===== config.mk =====
export PLATFORM = sky130hd
export DESIGN_NAME = p4_pipe_adder
export DESIGN_NICKNAME = d
export VERILOG_FILES = /design/src/rtl/p4_pipe_adder.sv
export SDC_FILE = /design/constraint.sdc
export NUM_CORES = 1
export LEC_CHECK = 0
export CORE_AREA = 2 2 135 137
export DETAILED_ROUTE_END_ITERATION = 10
export DIE_AREA = 0 0 137 139
export DONT_BUFFER_PORTS = 1
export HOLD_SLACK_MARGIN = 0.15
export PLACE_DENSITY = 0.54
export SYNTH_ARGS = -nofsm -noshare
export SYNTH_HDL_FRONTEND = slang
export SYNTH_SLANG_ARGS = --single-unit

===== constraint.sdc =====
create_clock -name clk -period 4.9 [get_ports clk]
set_input_delay 0.98 -clock clk [delete_from_list [all_inputs] [get_ports clk]]
set_output_delay 0.98 -clock clk [all_outputs]
set_load 0.01 [all_outputs]

===== src/rtl/p4_pipe_adder.sv =====
// Pipelined add/subtract unit with carry, signed-overflow and zero flags,
// stall-all valid/ready flow control and a saturating completed-result counter.
module p4_pipe_adder #(
    parameter int DWIDTH = 32,
    parameter int STAGES = 2,
    parameter int CNT_W  = 16
) (
    input  logic              clk,
    input  logic              rst,
    input  logic              in_valid,
    output logic              in_ready,
    input  logic [DWIDTH-1:0] a,
    input  logic [DWIDTH-1:0] b,
    input  logic              cin,
    input  logic              sub,
    output logic              out_valid,
    input  logic              out_ready,
    output logic [DWIDTH-1:0] sum,
    output logic              cout,
    output logic              ovf,
    output logic              zero,
    output logic [CNT_W-1:0]  op_count
);

    // Handshake: a beat moves on a clock edge only when its valid and the
    // receiver's ready are both high; ready never depends on the sender's valid.
    logic advance;

    logic [DWIDTH-1:0] b_eff;
    logic              c_eff;
    logic [DWIDTH:0]   full;
    logic              ovf_calc;

    logic [STAGES-1:0] valid_q;
    logic [DWIDTH-1:0] sum_q [STAGES];
    logic [STAGES-1:0] cout_q;
    logic [STAGES-1:0] ovf_q;
    logic [STAGES-1:0] zero_q;
    logic [CNT_W-1:0]  count_q;

    // The whole pipe stalls together, so an empty output slot or a taking
    // consumer is enough to let every slot move.
    assign advance  = !out_valid || out_ready;
    assign in_ready = advance;

    assign b_eff    = sub ? ~b : b;
    assign c_eff    = cin ^ sub;
    assign full     = {1'b0, a} + {1'b0, b_eff} + {{DWIDTH{1'b0}}, c_eff};
    assign ovf_calc = (a[DWIDTH-1] == b_eff[DWIDTH-1]) && (full[DWIDTH-1] != a[DWIDTH-1]);

    always_ff @(posedge clk) begin
        if (rst) begin
            valid_q <= '0;
            cout_q  <= '0;
            ovf_q   <= '0;
            zero_q  <= '0;
            for (int i = 0; i < STAGES; i++) begin
                sum_q[i] <= '0;
            end
        end else if (advance) begin
            valid_q[0] <= in_valid;
            sum_q[0]   <= full[DWIDTH-1:0];
            cout_q[0]  <= full[DWIDTH];
            ovf_q[0]   <= ovf_calc;
            zero_q[0]  <= (full[DWIDTH-1:0] == '0);
            for (int i = 1; i < STAGES; i++) begin
                valid_q[i] <= valid_q[i-1];
                sum_q[i]   <= sum_q[i-1];
                cout_q[i]  <= cout_q[i-1];
                ovf_q[i]   <= ovf_q[i-1];
                zero_q[i]  <= zero_q[i-1];
            end
        end
    end

    // Counts result transfers and sticks at all-ones rather than wrapping.
    always_ff @(posedge clk) begin
        if (rst) begin
            count_q <= '0;
        end else if (out_valid && out_ready && (count_q != {CNT_W{1'b1}})) begin
            count_q <= count_q + CNT_W'(1);
        end
    end

    assign out_valid = valid_q[STAGES-1];
    assign sum       = sum_q[STAGES-1];
    assign cout      = cout_q[STAGES-1];
    assign ovf       = ovf_q[STAGES-1];
    assign zero      = zero_q[STAGES-1];
    assign op_count  = count_q;

endmodule


; ---- Word-level counts from Yosys, hierarchy flattened
; Memories as Yosys holds them, arrays and structs flattened.
; Index checks and enable logic that the tools add are counted.
[totals]
inputBits = 70
n_memories = 1
elab_cells = 30
ramBits = 64
out_inout_bits = 53
regBits = 24
[classes]
addsub = 3
n_bitwise = 4
n_mux = 8
eq_ne = 3
reduce_logical = 6
[memory_table]
columns = name, depth, width, rd, rd_clocked_by_memory_dff, wr, line
row1 = sum_q, 2, 32, 2, 0, 2, 35  ; logic [DWIDTH-1:0] sum_q [STAGES];
[op_table]
columns = cell, n
row1 = 32-bit two-way mux, 3
row2 = 32-bit by 32-bit adder with 33-bit output, 1
row3 = 33-bit by 1-bit adder with 33-bit output, 1
row4 = 32-bit zero test, 1
row5 = 32-bit inverter, 1
row6 = "16-bit by 1-bit adder with 16-bit output, second input constant", 1
row7 = "16-bit inequality test, second input constant", 1
row8 = 1-bit two-way mux, 5
row9 = 1-bit logical AND, 3
row10 = 1-bit bitwise OR, 2
row11 = 1-bit equality test, 1
row12 = 1-bit zero test, 1
row13 = 1-bit logical OR, 1
row14 = 1-bit inequality test, 1
row15 = 1-bit bitwise XOR, 1

; ---- Logic depth before layout (Yosys ltp)
[depth]
word_depth = 6
ltp_mapped = 16
ltp_nobuf = 13

; ---- Worst setup path before layout
; Ideal clock, no wire load.
[synth_path]
path_kind = in2reg
start = input port sub
end = register zero_q[0]
path_buffers = 2
arrival_ns = 4.491
setup_slack_ns = 0.340
path_stages = 15
required_time_ns = 4.831
setup_ns = 0.069
path_cell_list = clkbuf_1 clkbuf_1 xnor2_1 fa_1 fa_1 nor2b_4 o2111ai_1 a21oi_2 o2111a_1 o21ai_0 a2111oi_4 nand4_1 nor4b_2 nand4_1 o21ai_1
[synth_between]
elab_chain_len = 4
elab_cells_between_ends = 5
cone_classes = 2 x add/sub / 1 x mux / 1 x bitwise / 1 x reduce/logical
[synth_lines]
columns = item, line
row1 = "start, declared", 15  ; input logic sub,
row2 = 32-bit two-way mux, 46  ; assign b_eff = sub ? ~b : b;
row3 = 32-bit by 32-bit adder with 33-bit output, 48  ; assign full = {1'b0, a} + {1'b0, b_eff} + {{DWIDTH{1'b0}}, c_eff};
row4 = 33-bit by 1-bit adder with 33-bit output (*), 48
row5 = 32-bit zero test (*), 65  ; zero_q[0] <= (full[DWIDTH-1:0] == '0);
row6 = "end signal, assigned", 65
row7 = "end signal, assigned by index", 71  ; zero_q[i] <= zero_q[i-1];
row8 = "end, declared", 38  ; logic [STAGES-1:0] zero_q;
; Mark *: on every way between the ends. The rest lies on a longest branch, timed or not.
; A chain may end at the register's enable or synchronous reset.

; ---- Worst setup path after layout
; Same ends and word-level chain as after synthesis.

==> metrics.sh <==
STATUS='finished, final reports clean'
GRT_PASS1_VIAS=4269
FIN_TNS_SETUP_NS=0
DRT_ITER0_DRC=303
INITIAL_ANTENNA_VIOLATION_COUNT=0
SETUP_VIOLATIONS=0
MIN_PERIOD_OVER_PERIOD=0.7804
TIMING_HOLD_VIOLATIONS_FINAL=0
ROUTE.DETAILED.WL_PER_INST_UM=16.55
POWERDENSITY_mW_PER_MM2=358.7
SYNTH.NET_COUNT=762
NET_COUNT_REPORTED_AT_FINISH=710
N_ANTENNA_CELL=0
CTS_MAX_LEVEL=3
POST-CTS-SETUP-BUFFER-COUNT=0
PLACE_HPWL_MM=11.04
FLOORPLAN.CORE_AREA_MM2=0.01766
TIMING.MAX_SLEW.REL_SLACK=0.5410
WORST_EP_REQUIRED_TIME_NS=5.17
SYNTH_CELL_TYPE_COUNT=67
SEQ_AREA_FRAC_SYNTH=0.3960
POSTCTSHOLDBUFS=0
YOSYSWARNINGS=0
HOLD_CLASS='reg2reg'
SYNTH_FF_TYPE='sky130_fd_sc_hd__edfxtp_1'
FINAL_CELL_AREA_MM2=0.006310
CRITICAL_PATH_CLASS='in2reg'
START_UTIL=0.3436
PLACE.GP.CONGESTION=0.8346
GRT_SETUP_UNREPAIRED='no'
FMAX_GHz=0.2615
CLK_PATH_BUF_DEPTH=2
OVERALL_GLOBAL_ROUTING_RESOURCE_USAGE=0.1475
FINAL_ANTENNA_NET_COUNT=0
TRITONCTS_CLOCK_TREE='done'
SYNTHCELLS=658
POST_ROUTE_CELLS_DRIVE_ABOVE_1_SHARE=0.04255
CLOCKROOTBUFFER='sky130_fd_sc_hd__clkbuf_16'
MAX_SLEW.WORST_PIN.SLEW_NS=0.6843
DRC_ERRORS=0
NUM_CTS_BUFFERS=9
SYNTHESIS.AREA_PER_INSTANCE_UM2=9.220
FP.DIEW_UM=137
REMAINING_GLOBAL_ROUTE_OVERFLOW=0
CTS_SINKS=88
PIN_COUNT=123
FINAL.HOLD.WORST_SLACK_NS=0.4499
FINALCRITICALPERIOD_NS=3.824
NUMBER_OF_MAXIMUM_CAPACITANCE_VIOLATIONS=0
SYNTH_AREA_MM2=0.006067
CP-END-KIND='register'
CRITICAL_PATH.STARTPOINT_TYPE='input pin'
SYNTH-EDFF-COUNT=64
MAX-VDD-IR-DROP_mV=0.1939
TIMING.CRITICAL_PATH.ARRIVAL_NS=4.09
FINAL_MAX_SLEW_VIOL_COUNT=0
NUM_ROWS=49
DR_TOTAL_VIAS=4408
GRT_MAX_DEGREE=49
DIE_AREA_MM2=0.01904
CRITPATHMAXFANOUT=33
WIRE_LENGTH_OF_THE_FIRST_GLOBAL_ROUTING_PASS_MM=22.33
DETAIL_ROUTE.WIRELENGTH_MM=13.90
CTS_RESIZED=0
WORST_SETUP_HOLD_PATH_CLK_SLEW_NS=0.06
WORST_CLOCK_SKEW_NS=0.003880
CLK_LATENCY_NS=0.33
P_LEAK_nW=2.419
PLACEMENT.IO_BUFFERS=0
DIE_Y_UM=139
SHARE_OF_FLIP_FLOPS_WITH_AN_ASYNCHRONOUS_SET_OR_RESET_AFTER_SYNTHESIS=0
POSTPLACECELLAREA_MM2=0.006006
SYNTH.FF_LATCH_COUNT=88
VIASPERCELL=5.248
DRT_PRE_ANTENNA_ITERS=5
SYN2LAYOUT_AREA_GROWTH_PCT=4.001
## cells in the mapped netlist, types with 3 or more instances
master,instances,area [um^2]
sky130_fd_sc_hd__a21oi_1,43,215.2
sky130_fd_sc_hd__nor2b_1,5,31.28
sky130_fd_sc_hd__nand4_1,13,81.33
sky130_fd_sc_hd__a211oi_1,6,45.04
sky130_fd_sc_hd__buf_4,32,240.2
sky130_fd_sc_hd__mux2i_1,3,30.03
sky130_fd_sc_hd__o211ai_1,8,60.06
sky130_fd_sc_hd__clkbuf_1,30,112.6
sky130_fd_sc_hd__and2_1,39,244.0
sky130_fd_sc_hd__edfxtp_1,64,1922
sky130_fd_sc_hd__a21boi_0,3,22.52
sky130_fd_sc_hd__and3_1,10,62.56
sky130_fd_sc_hd__a31oi_1,4,25.02
sky130_fd_sc_hd__ha_1,32,400.4
sky130_fd_sc_hd__a311oi_1,3,26.28
sky130_fd_sc_hd__nand3_1,16,80.08
sky130_fd_sc_hd__o21ai_0,16,80.08
sky130_fd_sc_hd__nand2b_1,10,62.56
sky130_fd_sc_hd__xnor2_1,20,175.2
sky130_fd_sc_hd__o21ai_1,10,50.05
sky130_fd_sc_hd__nor3_1,11,55.05
sky130_fd_sc_hd__inv_1,12,45.04
sky130_fd_sc_hd__xor2_1,46,402.9
sky130_fd_sc_hd__a21o_1,9,67.56
sky130_fd_sc_hd__o2111ai_1,3,26.28
sky130_fd_sc_hd__nor2_1,72,270.3
sky130_fd_sc_hd__o21bai_1,4,30.03
sky130_fd_sc_hd__dfxtp_1,24,480.5
sky130_fd_sc_hd__or2_1,3,18.77
sky130_fd_sc_hd__or3_1,10,62.56
sky130_fd_sc_hd__nand2_1,48,180.2
sky130_fd_sc_hd__o21a_1,3,22.52
## final timing paths
path	startpoint	to	slack [ns]	depth (start not counted)
worst min register to register	valid_q[0]	valid_q[0]	0.45	2
worst max-delay path	sub	zero_q[0]	1.08	13
worst max register to register	valid_q[1]	sum_q[0][4]	2.31	5
worst min-delay path	valid_q[0]	valid_q[0]	0.45	2
## registers in the layout (all words and copies together), names as in the netlist
register  cells
cout_q        2
op_count     16
ovf_q         2
sum_q        64
valid_q       2
zero_q        2
## logic make-up (layout without fill, tap and decap cells)
kind of cell,count (synthesis),after routing,synth area share
AO/OA/AOI/OAI,137,137,0.1510
XOR/XNOR,66,66,0.09528
adder cells (fa/ha/maj),34,34,0.07259
buffers and inverters,79,32,0.06909
flip-flops,88,88,0.3960
multiplexers,4,4,0.006806
AND/OR/NAND/NOR,250,250,0.2093
## metal layers
layer / share of wire / GRT usage / vias up / wire length, um
met1: 0.48 / 0.2098 / 2072 / 6644
met5: 0 / 0 / - / 0
li1: - / - / 2199 / -
met2: 0.46 / 0.2278 / 127 / 6407
met4: 0.012 / 0.04775 / 0 / 160
met3: 0.049 / 0.02376 / 10 / 687
## worst max-delay path: stages
cell and delay [ns]:
sky130_fd_sc_hd__xnor2_1 0.13, sky130_fd_sc_hd__fa_1 0.43, sky130_fd_sc_hd__fa_1 0.46, sky130_fd_sc_hd__nor2b_4 0.15
sky130_fd_sc_hd__o2111ai_1 0.16, sky130_fd_sc_hd__a21oi_2 0.28, sky130_fd_sc_hd__o2111a_1 0.29, sky130_fd_sc_hd__o21ai_0 0.18
sky130_fd_sc_hd__a2111oi_4 0.34, sky130_fd_sc_hd__nand4_1 0.14, sky130_fd_sc_hd__nor4b_2 0.29, sky130_fd_sc_hd__nand4_1 0.12
sky130_fd_sc_hd__o21ai_1 0.12
## through the flow
step / total power [mW] / setup WS, ns / utilization / std cells
6_report: 2.264 / 1.076 / 0.3574 / 840
5_1_grt: 2.389 / 0.8507 / 0.3574 / 840
4_1_cts: 2.283 / 1.092 / 0.3574 / 840
3_5_place_dp: 1.579 / 0.7600 / 0.3401 / 824
3_3_place_gp: 1.573 / 0.8196 / 0.3401 / 824
2_1_floorplan: 1.472 / 0.3402 / - / 658
## cells in the final DEF (no fill, tap or decap), types with 11 or more instances in the layout
| cell | count |
|---|---|
| sky130_fd_sc_hd__nor3_1 | 11 |
| sky130_fd_sc_hd__nand3_1 | 16 |
| sky130_fd_sc_hd__nand4_1 | 13 |
| sky130_fd_sc_hd__nand2_1 | 48 |
| sky130_fd_sc_hd__a21oi_1 | 43 |
| sky130_fd_sc_hd__o21ai_0 | 16 |
| sky130_fd_sc_hd__nor2_1 | 72 |
| sky130_fd_sc_hd__and2_1 | 39 |
| sky130_fd_sc_hd__xnor2_1 | 20 |
| sky130_fd_sc_hd__edfxtp_1 | 64 |
| sky130_fd_sc_hd__xor2_1 | 46 |
| sky130_fd_sc_hd__ha_1 | 32 |
| sky130_fd_sc_hd__dfxtp_1 | 24 |
| sky130_fd_sc_hd__inv_1 | 11 |
## report_power, final
part	switching (mW)	leakage (nW)	internal, mW
clock	0.258	0.146	0.442
sequential	0.0463	0.942	0.907
combinational	0.373	1.33	0.239
## final cells by class
class / count / area, um^2
Clock buffer: 11 / 232.7
Clock inverter: 5 / 71.32
Fill cell: 1805 / 11350
Inverter: 13 / 48.80
Multi-Input combinational cell: 491 / 3246
Sequential cell: 88 / 2402
Tap cell: 229 / 286.5
Timing Repair Buffer: 3 / 22.52
(Power assumes the default switching activity.)
